`src/rtl/sat_counter.sv`:
```
// Saturating up-counter with synchronous clear and increment enable.
// Holds at all-ones instead of wrapping.
module sat_counter #(
  parameter int W = 16
) (
  input  logic         clk,
  input  logic         rst,
  input  logic         clr,
  input  logic         inc,
  output logic [W-1:0] q
);

  logic [W-1:0] cnt_q, cnt_d;

  // Next count: clear wins, then increment unless already saturated
  always_comb begin
    cnt_d = cnt_q;
    if (clr) begin
      cnt_d = '0;
    end else if (inc && (cnt_q != {W{1'b1}})) begin
      cnt_d = cnt_q + W'(1);
    end
  end

  // Count register
  always_ff @(posedge clk or posedge rst) begin
    if (rst) cnt_q <= '0;
    else     cnt_q <= cnt_d;
  end

  assign q = cnt_q;

endmodule

```
`config.mk`:
```
export PLATFORM = sky130hd
export DESIGN_NAME = sat_counter
export DESIGN_NICKNAME = d
export VERILOG_FILES = /design/src/rtl/sat_counter.sv
export SDC_FILE = /design/constraint.sdc
export NUM_CORES = 1
export LEC_CHECK = 0
export BUFFER_PORTS_ARGS = -buffer_cell sky130_fd_sc_hd__buf_2
export CAP_MARGIN = 20
export CORE_MARGIN = 2
export CORE_UTILIZATION = 47
export DETAILED_ROUTE_END_ITERATION = 7
export PLACE_DENSITY = 0.72
export REMOVE_ABC_BUFFERS = 1
export SETUP_SLACK_MARGIN = 0.2
export SLEW_MARGIN = 15
export SYNTH_ARGS = -nofsm -noshare
export SYNTH_HDL_FRONTEND = slang
export SYNTH_SLANG_ARGS = --single-unit
```
`constraint.sdc`:
```
create_clock -name clk -period 1.72 [get_ports clk]
set_input_delay 0.258 -clock clk [delete_from_list [all_inputs] [get_ports clk]]
set_output_delay 0.258 -clock clk [all_outputs]
set_load 0.03 [all_outputs]
```
==> impl_metrics.env, run 1 <==
export IMPL_power_w=0.000731
export IMPL_syn_avg_cell_area_um2=9.23
export IMPL_yosys_area_share_simple_pct=32.6
export IMPL_r2r_start="q[5]$_DFFE_PP0P_"
export IMPL_fp_dieW_um=48.5
export IMPL_synthAdderAreaFrac_pct=1.34
export IMPL_grt_use_total_pct=27.1
export IMPL_cts_path_max_buffers=2
export IMPL_synth_compound_area_share_pct=15.7
export IMPL_clk_latency_ps=290
export IMPL_r2r_slack_ps=-70
export IMPL_num_rows=16
export IMPL_arrival_ps=2010
export IMPL_nets=164
export IMPL_grt_pass1_wl_mm=5.00
export IMPL_vias=1136
export IMPL_grtUsageMet3_pct=3.09
export IMPL_synth_xor_area_share_pct=0
export IMPL_coreArea_mm2=0.00192
export IMPL_drc=0
export IMPL_fin_crit_ps=1790
export IMPL_drt_antenna_violating_nets=0
export IMPL_io_buffers=19
export IMPL_layout_common_cells="34 x buf_4, 19 x buf_2, 15 x dfrtp_1, 8 x a21oi_1"
export IMPL_largest_reg_flops=16
export IMPL_netlist_area_um2=932
export IMPL_routed_wl_mm=3.31
export IMPL_synth_cell_types=29
export IMPL_finalHoldViolations=0
export IMPL_drv_cap=0
export IMPL_cp_max_fo=4
export IMPL_cts_tree="yes"
export IMPL_whs_ps=31.9
export IMPL_drive_gt1_share_pct=54.4
export IMPL_root_buffer="clkbuf_4"
export IMPL_ctsHoldBuffers=0
export IMPL_timing_final_ws_setup_ps=-72.3
export IMPL_h_tree_depth=1
export IMPL_status="finished, violations left"
export IMPL_mostFrequentLayoutCell="buf_4"
export IMPL_n_fill_cell=129
export IMPL_die_h_um=48.5
export IMPL_synthTopCellsByArea="dfrtp_1 43%, a21oi_1 6.4%, or4_1 4.8%"
export IMPL_start_util_pct=48.5
export IMPL_ys_seq_area_share_pct=43.0
export IMPL_pin_count=20
export IMPL_tightest_slew_ps=643
export IMPL_grt_max_degree=20
export IMPL_worstReg2RegEnd="q[14]$_DFFE_PP0P_"
export IMPL_yosysTopAreaCellShare_pct=43.0
export IMPL_finalSetupViolCount=5
export IMPL_antenna_found_initial=0
export IMPL_synth_top_family_by_area="simple AND/OR/NAND/NOR gates"
export IMPL_syn_inst=101
export IMPL_critPathRequiredTime_ps=1940
export IMPL_p_leak_nw=0.720
export IMPL_setup_worst_path_start="q[5]$_DFFE_PP0P_"
export IMPL_rsz0062_at_grt="yes"
export IMPL_yosysTopAreaCell="dfrtp_1"
export IMPL_ir_worst_vdd_uv=554
export IMPL_powerDensity_mw_per_mm2=482
export IMPL_die_area_mm2=0.00236
export IMPL_ys_seq_elements=16
export IMPL_place_hpwl_mm=1.79
export IMPL_viasPerCell=6.14
export IMPL_cts_made_buffers=3
export IMPL_slew_violations=0
export IMPL_detail_route_wl_per_cell_um=17.9
export IMPL_max_slew_margin_rel_pct=57.1
export IMPL_place_ws_ps=-62.0
export IMPL_synth_warnings=0
export IMPL_first_pass_iters=4
export IMPL_crit_type="reg2reg"
export IMPL_violations="negative setup slack"
export IMPL_end_kind="register"
export IMPL_grt_busiest_layer="met2"
export IMPL_reg2reg_depth=4
export IMPL_grt_overflow_total=0
export IMPL_n_antenna_cell=0
export IMPL_start_kind="register"
export IMPL_hold_path_class="in2async"
export IMPL_grtUsageMet2_pct=50.2
export IMPL_synthMuxAreaShare_pct=3.49
export IMPL_drt_iter0_drc=57
export IMPL_use_met1_pct=34.0
export IMPL_syn_to_final_growth_pct=62.8
export IMPL_clock_fmax_mhz=558
export IMPL_fin_skew_ps=1.88
export IMPL_gp_congestion=0.727
export IMPL_min_period_over_period_pct=104
export IMPL_cts_sinks=16
export IMPL_clk_pin_slew_ps=100
export IMPL_grt_pass1_vias=1013
cell families after synthesis:
kind of cell               after synthesis
and+or+nand+nor                         49
AOI/OAI and AO/OA                       25
DFF                                     16
buffers and inverters                    7
muxes                                    3
adders and majority gates                1
what timing repair did:
item                                    4_1_cts  5_1_grt
gates cloned                                  0        0
gates resized for setup                      22       15
endpoints found under the setup margin       15       15
buffers inserted                             11        6
pin swaps                                    15       11
layout make-up:
type	instances	area (µm²)	area share [%]
multi-input combinational	78	639	42.1
sequential	16	402	26.5
timing repair buffer	57	395	26.1
clock buffer	4	36.3	2.39
tap	27	33.8	2.23
inverter	3	11.3	0.742
synth_stat cells:
cell            n
a21oi_1        12
a31oi_1         1
and4_1          1
buf_4           1
clkbuf_1        1
clkbuf_2        1
dfrtp_1        16
dlygate4sd1_1   1
ha_1            1
inv_1           3
mux2_2          2
mux2i_1         1
nand2_1         6
nand2b_1        2
nand3_1         7
nand4_1         4
nand4_4         1
nor2_1          3
nor2b_1         3
nor3_1          4
nor4_1          3
o21ai_0         5
o31ai_1         5
o41ai_1         2
or3_1           6
or3_2           1
or4_1           6
or4_2           1
or4_4           1
power by group:
| part | switching (W) | total, W | internal [W] |
|---|---|---|---|
| Combinational | 0.0000494 | 0.0000845 | 0.0000351 |
| Sequential | 0.00000595 | 0.000387 | 0.000381 |
| Clock | 0.000131 | 0.000260 | 0.000129 |
| Total | 0.000186 | 0.000731 | 0.000545 |
per-layer routing:
metal | part of all wire, % | wire [µm] | vias to the layer above
met4 | 2.8 | 92 | 0
met3 | 6.8 | 226 | 16
met1 | 39 | 1290 | 543
met5 | 0 | 0 | -
li1 | - | - | 505
met2 | 51 | 1700 | 72
how the worst max path moves through the flow:
| stage | to | slack [ps] | cells after the start |
|---|---|---|---|
| 2_1_floorplan | q[13]$_DFFE_PP0P_ | -210 | 4 |
| 3_3_place_gp | q[13]$_DFFE_PP0P_ | 2 | 4 |
| 3_5_place_dp | q[13]$_DFFE_PP0P_ | -60 | 4 |
| 4_1_cts | q[13]$_DFFE_PP0P_ | -30 | 4 |
| 5_1_grt | q[13]$_DFFE_PP0P_ | -110 | 4 |
| 6_report | q[14]$_DFFE_PP0P_ | -70 | 4 |
critical path, stage by stage (launching register included):
cell and delay [ps]:
dfrtp_1 420, nand4_1 230, or3_2 490, or4_1 430
a21oi_1 150
metrics by stage:
step | instances | TNS [ps] | cell area (µm²) | util [%]
2_1_floorplan | 97 | -1020 | 907 | -
3_3_place_gp | 164 | 0 | 1190 | 62.1
3_5_place_dp | 164 | -67.7 | 1190 | 62.1
4_1_cts | 179 | -36.5 | 1410 | 73.3
5_1_grt | 185 | -442 | 1520 | 79.0
6_report | 185 | -179 | 1520 | 79.0
Power figures use the tool's default switching activity.
==> inputs of run 2 (changes only) <==
==> constraint.sdc (replaced) <==
create_clock -name clk -period 1.72 [get_ports clk]
set_input_delay 0 -clock clk [delete_from_list [all_inputs] [get_ports clk]]
set_output_delay 0 -clock clk [all_outputs]
set_load 0.03 [all_outputs]
==> run 2 against run 1 <==
Compared with the run above:
- the run still ends with negative setup slack left
- maximum frequency is 0.58% higher
- largest cell class unchanged
- largest power group unchanged
- worst setup slack better by 10 ps
- sequential power hardly changed
- clock power is 2% higher
- critical path type unchanged
==> impl_metrics.env, run 2 (same netlist as run 1, synthesis figures left out) <==
export IMPL_drt_iter0_drc=29
export IMPL_critical_path_max_stage_delay_ps=570
export IMPL_grt_use_total_pct=25.3
export IMPL_detail_route_wl_per_cell_um=16.1
export IMPL_first_pass_iters=4
export IMPL_slew_violations=0
export IMPL_drc=0
export IMPL_cpLargestDelayFamily="simple AND/OR/NAND/NOR gates"
export IMPL_crit_type="reg2reg"
export IMPL_grt_max_degree=20
export IMPL_io_buffers=19
export IMPL_violations="negative setup slack"
export IMPL_n_antenna_cell=0
export IMPL_finalSetupViolCount=1
export IMPL_root_buffer="clkbuf_4"
export IMPL_layout_common_cells="31 x buf_4, 19 x buf_2, 14 x dfrtp_1, 11 x a21oi_1, 6 x or3_1"
export IMPL_die_area_mm2=0.00236
export IMPL_start_kind="register"
export IMPL_grt_pass1_wl_mm=4.73
export IMPL_clk_pin_slew_ps=110
export IMPL_cts_made_buffers=3
export IMPL_gp_congestion=0.738
export IMPL_grt_overflow_total=0
export IMPL_syn_to_final_growth_pct=56.4
export IMPL_worstPathCellList="nand3_1 > or4_4 > or4_4 > a21oi_2"
export IMPL_min_period_over_period_pct=104
export IMPL_path_buf_inv=0
export IMPL_n_fill_cell=142
export IMPL_pin_count=20
export IMPL_powerDensity_mw_per_mm2=511
export IMPL_rsz0062_at_grt="yes"
export IMPL_fin_crit_ps=1780
export IMPL_power_w=0.000745
export IMPL_cts_sinks=16
export IMPL_largest_reg_flops=16
export IMPL_arrival_ps=2000
export IMPL_timing_final_ws_setup_ps=-62.1
export IMPL_ir_worst_vdd_uv=644
export IMPL_grt_pass1_vias=1018
export IMPL_mostFrequentLayoutCell="buf_4"
export IMPL_start_util_pct=48.5
export IMPL_clock_fmax_mhz=561
export IMPL_crit_top_cell="or4_4"
export IMPL_vias=1087
export IMPL_dp_cells=164
export IMPL_tightest_slew_ps=633
export IMPL_final_cells=182
export IMPL_finalHoldViolations=0
export IMPL_end_kind="register"
export IMPL_viasPerCell=5.97
export IMPL_fp_dieW_um=48.5
export IMPL_place_hpwl_mm=1.62
export IMPL_cp_max_fo=6
export IMPL_routed_wl_mm=2.93
export IMPL_critPathRequiredTime_ps=1940
export IMPL_antenna_found_initial=0
export IMPL_clk_latency_ps=290
export IMPL_status="finished, violations left"
export IMPL_drt_antenna_violating_nets=0
export IMPL_fin_skew_ps=11.6
export IMPL_num_rows=16
export IMPL_die_h_um=48.5
export IMPL_h_tree_depth=1
export IMPL_p_leak_nw=0.680
export IMPL_drive_gt1_share_pct=50.3
export IMPL_nets=161
export IMPL_r2r_slack_ps=-60
export IMPL_hold_path_class="in2reg"
export IMPL_drv_cap=0
export IMPL_cts_tree="yes"
export IMPL_cts_path_max_buffers=2
export IMPL_coreArea_mm2=0.00192
export IMPL_crit_path_top_delay_cell="or4_4"
export IMPL_max_slew_margin_rel_pct=57.8
==> run 2: cell count changes in the layout (fill, tap and decap cells not counted), sizes merged <==
cell / delta
dlygate4sd3: +1
buf: -4
==> run 2: cell type report <==
type,instances,area (µm²),area share [%]
inverter,3,11.3,0.773
sequential,16,403,27.6
tap,27,33.8,2.32
multi-input combinational,78,602,41.3
clock buffer,4,36.3,2.49
timing repair buffer,54,372,25.5
==> run 2: power breakdown <==
group	switching [W]	internal, W	total [W]
clock	0.000135	0.000129	0.000264
sequential	0.00000740	0.000381	0.000389
combinational	0.0000498	0.0000433	0.0000931
total	0.000192	0.000553	0.000745
==> run 2: what timing repair did <==
item                                   CTS  global route
setup buffers                            8             5
pin swaps                               18             6
endpoints found under the hold margin   16             0
setup endpoints to repair               15            16
resized for setup                       12            17
hold buffers                             1             0
==> run 2: through the flow <==
| step | setup slack [ps] | cell area (µm²) | hold WS, ps | utilization [%] | setup TNS [ps] |
|---|---|---|---|---|---|
| 5_1_grt | -98.8 | 1460 | 118 | 75.8 | -316 |
| 3_5_place_dp | -34.2 | 1190 | 114 | 62.1 | -34.2 |
| 2_1_floorplan | -211 | 907 | -86.3 | - | -1020 |
| 3_3_place_gp | 6.21 | 1190 | 105 | 62.1 | 0 |
| 4_1_cts | -12.9 | 1370 | 113 | 71.3 | -12.9 |
| 6_report | -62.1 | 1460 | 107 | 75.8 | -62.1 |
==> run 2: worst reg2reg max path, delay by kind of cell (launching register included) <==
family          cells  cell delay (ps)
compound gates      1              140
flops               1              430
simple gates        3             1130
==> run 2: path summary, 6_finish.rpt <==
kind / from / endpoint / depth (start not counted)
min in group asynchronous: rst / q[7]$_DFFE_PP0P_ / 3
worst max-delay path: q[1]$_DFFE_PP0P_ / q[13]$_DFFE_PP0P_ / 4
worst min register to register: q[14]$_DFFE_PP0P_ / q[14]$_DFFE_PP0P_ / 2
worst min-delay path: clr / q[13]$_DFFE_PP0P_ / 2
worst max register to register: q[1]$_DFFE_PP0P_ / q[13]$_DFFE_PP0P_ / 4
max in group asynchronous: rst / q[1]$_DFFE_PP0P_ / 3
==> run 2: per-layer routing <==
layer	GRT usage [%]	routed length, µm	vias to the layer above
li1	-	-	496
met1	33.0	1270	535
met2	42.1	1450	50
met3	3.70	146	6
met4	10.5	57	0
met5	0	0	-
==> inputs of run 3 (changes only) <==
--- a/config.mk
+++ b/config.mk
@@ -5,12 +5,13 @@
 export SDC_FILE = /design/constraint.sdc
 export NUM_CORES = 1
 export LEC_CHECK = 0
+export ABC_AREA = 1
 export BUFFER_PORTS_ARGS = -buffer_cell sky130_fd_sc_hd__buf_2
 export CAP_MARGIN = 20
 export CORE_MARGIN = 2
-export CORE_UTILIZATION = 47
+export CORE_UTILIZATION = 49
 export DETAILED_ROUTE_END_ITERATION = 7
-export PLACE_DENSITY = 0.72
+export PLACE_DENSITY = 0.73
 export REMOVE_ABC_BUFFERS = 1
 export SETUP_SLACK_MARGIN = 0.2
 export SLEW_MARGIN = 15
==> run 3 against run 2 <==
Compared with the run above:
- the flow now finishes without violations
- sequential cell count stayed put
- maximum frequency is 23% higher
- die area is 11% higher
- critical path type unchanged
==> impl_metrics.env, run 3 <==
export IMPL_fin_crit_ps=1450
export IMPL_drv_cap=0
export IMPL_start_util_pct=50.4
export IMPL_netlist_area_mm2=0.00108
export IMPL_clkPwrFrac_pct=36.2
export IMPL_vias=1177
export IMPL_whs_ps=29.7
export IMPL_place_hpwl_mm=1.89
export IMPL_cts_tree="yes"
export IMPL_layout_common_cells="61 x nand2_1, 19 x buf_2, 16 x inv_1, 14 x nor2_1, 12 x nand3_1"
export IMPL_end_kind="register"
export IMPL_gp_congestion=0.853
export IMPL_yosysTopAreaCellShare_pct=37.0
export IMPL_drt_iter0_drc=49
export IMPL_switchingPower_w=0.000192
export IMPL_largest_reg_flops=16
export IMPL_cp_depth=9
export IMPL_internal_power_w=0.000536
export IMPL_finalHoldViolations=0
export IMPL_root_buffer="clkbuf_4"
export IMPL_tns_ps=0
export IMPL_r2r_slack_ps=270
export IMPL_nets=199
export IMPL_syn_inst=159
export IMPL_cpLargestDelayFamily="simple AND/OR/NAND/NOR gates"
export IMPL_synthTopCellsByArea="dfrtp_1 37%, nand2_1 22%, nand4_1 6.4%"
export IMPL_cts_path_max_buffers=2
export IMPL_detail_route_wl_per_cell_um=13.0
export IMPL_yosys_top_cells_count="64 x nand2_1, 16 x dfrtp_1, 16 x inv_1, 16 x nor2_1, 12 x nand3_1"
export IMPL_die_h_um=51.0
export IMPL_ys_flop_type="dfrtp_1"
export IMPL_hold_path_class="in2reg"
export IMPL_arrival_ps=1680
export IMPL_cp_max_fo=7
export IMPL_pin_count=20
export IMPL_fin_skew_ps=2.05
export IMPL_viasPerCell=5.33
export IMPL_status="complete, no violations"
export IMPL_start_kind="register"
export IMPL_critical_path_endpoint="q[12]$_DFFE_PP0P_"
export IMPL_critical_path_max_stage_delay_ps=430
export IMPL_yosysMostFrequentCell="nand2_1"
export IMPL_grt_max_degree=17
export IMPL_setup_worst_path_start="q[8]$_DFFE_PP0P_"
export IMPL_grt_pass1_vias=992
export IMPL_n_antenna_cell=0
export IMPL_finalSetupViolCount=0
export IMPL_first_pass_iters=4
export IMPL_r2r_start="q[8]$_DFFE_PP0P_"
export IMPL_drt_antenna_violating_nets=0
export IMPL_synth_warnings=0
export IMPL_h_tree_depth=1
export IMPL_drive_gt1_share_pct=29.5
export IMPL_mostFrequentLayoutCell="nand2_1"
export IMPL_crit_top_cell="nor2_4"
export IMPL_clock_fmax_mhz=692
export IMPL_synth_edf_count=0
export IMPL_io_buffers=19
export IMPL_clk_pin_slew_ps=110
export IMPL_num_rows=17
export IMPL_path_buf_inv=1
export IMPL_ys_seq_elements=16
export IMPL_place_ws_ps=104
export IMPL_syn_avg_cell_area_um2=6.81
export IMPL_routed_wl_mm=2.88
export IMPL_rsz0062_at_grt="yes"
export IMPL_fp_dieW_um=51.0
export IMPL_slew_violations=0
export IMPL_powerDensity_mw_per_mm2=520
export IMPL_tightest_slew_ps=639
export IMPL_placed_cell_area_mm2=0.00122
export IMPL_cts_made_buffers=3
export IMPL_async_flop_share_pct=100
export IMPL_clk_latency_ps=290
export IMPL_drc=0
export IMPL_crit_type="reg2reg"
export IMPL_power_share_switching_pct=26.3
export IMPL_grt_use_total_pct=23.1
export IMPL_timing_final_ws_setup_ps=274
export IMPL_grt_pass1_wl_mm=4.54
export IMPL_p_leak_nw=0.779
export IMPL_worstPathCellList="nand2_2 > nor2_4 > nand2_2 > nor2_4 > nor2_4 > nor2_4 > buf_6 > nand2_1 > nand2_1"
export IMPL_critPathRequiredTime_ps=1950
export IMPL_ys_seq_area_share_pct=37.0
export IMPL_synth_cell_types=24
export IMPL_ir_worst_vdd_uv=420
export IMPL_design_area_mm2=0.00140
export IMPL_worstReg2RegEnd="q[12]$_DFFE_PP0P_"
export IMPL_cts_sinks=16
export IMPL_coreArea_mm2=0.00215
export IMPL_comb_power_share_pct=10.9
export IMPL_min_period_over_period_pct=84.1
export IMPL_max_slew_margin_rel_pct=57.3
export IMPL_reg2reg_depth=9
export IMPL_syn_to_final_growth_pct=29.3
export IMPL_power_frac_seq_pct=52.8
export IMPL_grt_overflow_total=0
export IMPL_crit_path_top_delay_cell="dfrtp_1"
export IMPL_yosysTopAreaCell="dfrtp_1"
export IMPL_antenna_found_initial=0
export IMPL_die_area_mm2=0.00260
run 3: worst min-delay path by stage:
stage,startpoint,to,slack (ps),cells after the start
floorplan,rst,q[0]$_DFFE_PP0P_,-90,1
global placement,rst,q[13]$_DFFE_PP0P_,100,2
detailed placement,rst,q[5]$_DFFE_PP0P_,120,2
CTS,clr,q[4]$_DFFE_PP0P_,20,4
global route,clr,q[15]$_DFFE_PP0P_,60,4
finish,clr,q[4]$_DFFE_PP0P_,30,4
run 3: cell type report:
cell class	instances	area [µm²]
Fill cell	203	747
Timing Repair Buffer	33	218
Sequential cell	16	407
Clock buffer	4	36.3
Multi-Input combinational cell	122	638
Tap cell	28	35.0
Inverter	18	67.6
run 3: worst reg2reg max path, cell delays in order (launching register included):
cell	delay (ps)
dfrtp_1	430
nand2_2	110
nor2_4	150
nand2_2	100
nor2_4	150
nor2_4	60
nor2_4	120
buf_6	140
nand2_1	50
nand2_1	70
run 3: cell families (layout without fill, tap and decap cells):
family | Yosys count | in the layout | share of synthesized area [%]
flip-flops | 16 | 16 | 37.0
XOR/XNOR | 4 | 4 | 3.23
AO/OA/AOI/OAI | 3 | 3 | 1.38
adder cells (fa/ha/maj) | 1 | 1 | 1.15
AND/OR/NAND/NOR | 114 | 114 | 49.2
buffers and inverters | 21 | 55 | 8.08
run 3: repair_timing:
action                                  in CTS  in global routing
gates resized for setup                      2                 17
pin swaps                                    1                  6
setup buffers                                5                  4
endpoints found under the setup margin      16                 16
hold buffers                                 1                  0
endpoints found under the hold margin       16                  0
run 3: layer usage:
layer | vias up | global-route usage, % | part of all wire, %
li1 | 574 | - | -
met1 | 538 | 32.5 | 42
met2 | 55 | 35.9 | 49
met3 | 10 | 3.22 | 6.9
met4 | 0 | 9.01 | 1.8
met5 | - | 0 | 0
run 3: metrics by stage:
step	power, W	utilization, %	std cells
2_1_floorplan	0.000430	-	156
6_report	0.000728	65.2	221
5_1_grt	0.000753	65.2	221
3_3_place_gp	0.000449	57.0	207
3_5_place_dp	0.000451	57.0	207
4_1_cts	0.000722	61.3	217
run 3: power by group through the flow:
stage	clock (W)	combinational, W	sequential [W]
floorplan	0	0.0000296	0.000400
global placement	0	0.0000575	0.000392
detailed placement	0	0.0000588	0.000393
CTS	0.000265	0.0000745	0.000383
global route	0.000281	0.0000866	0.000385
finish	0.000264	0.0000796	0.000385
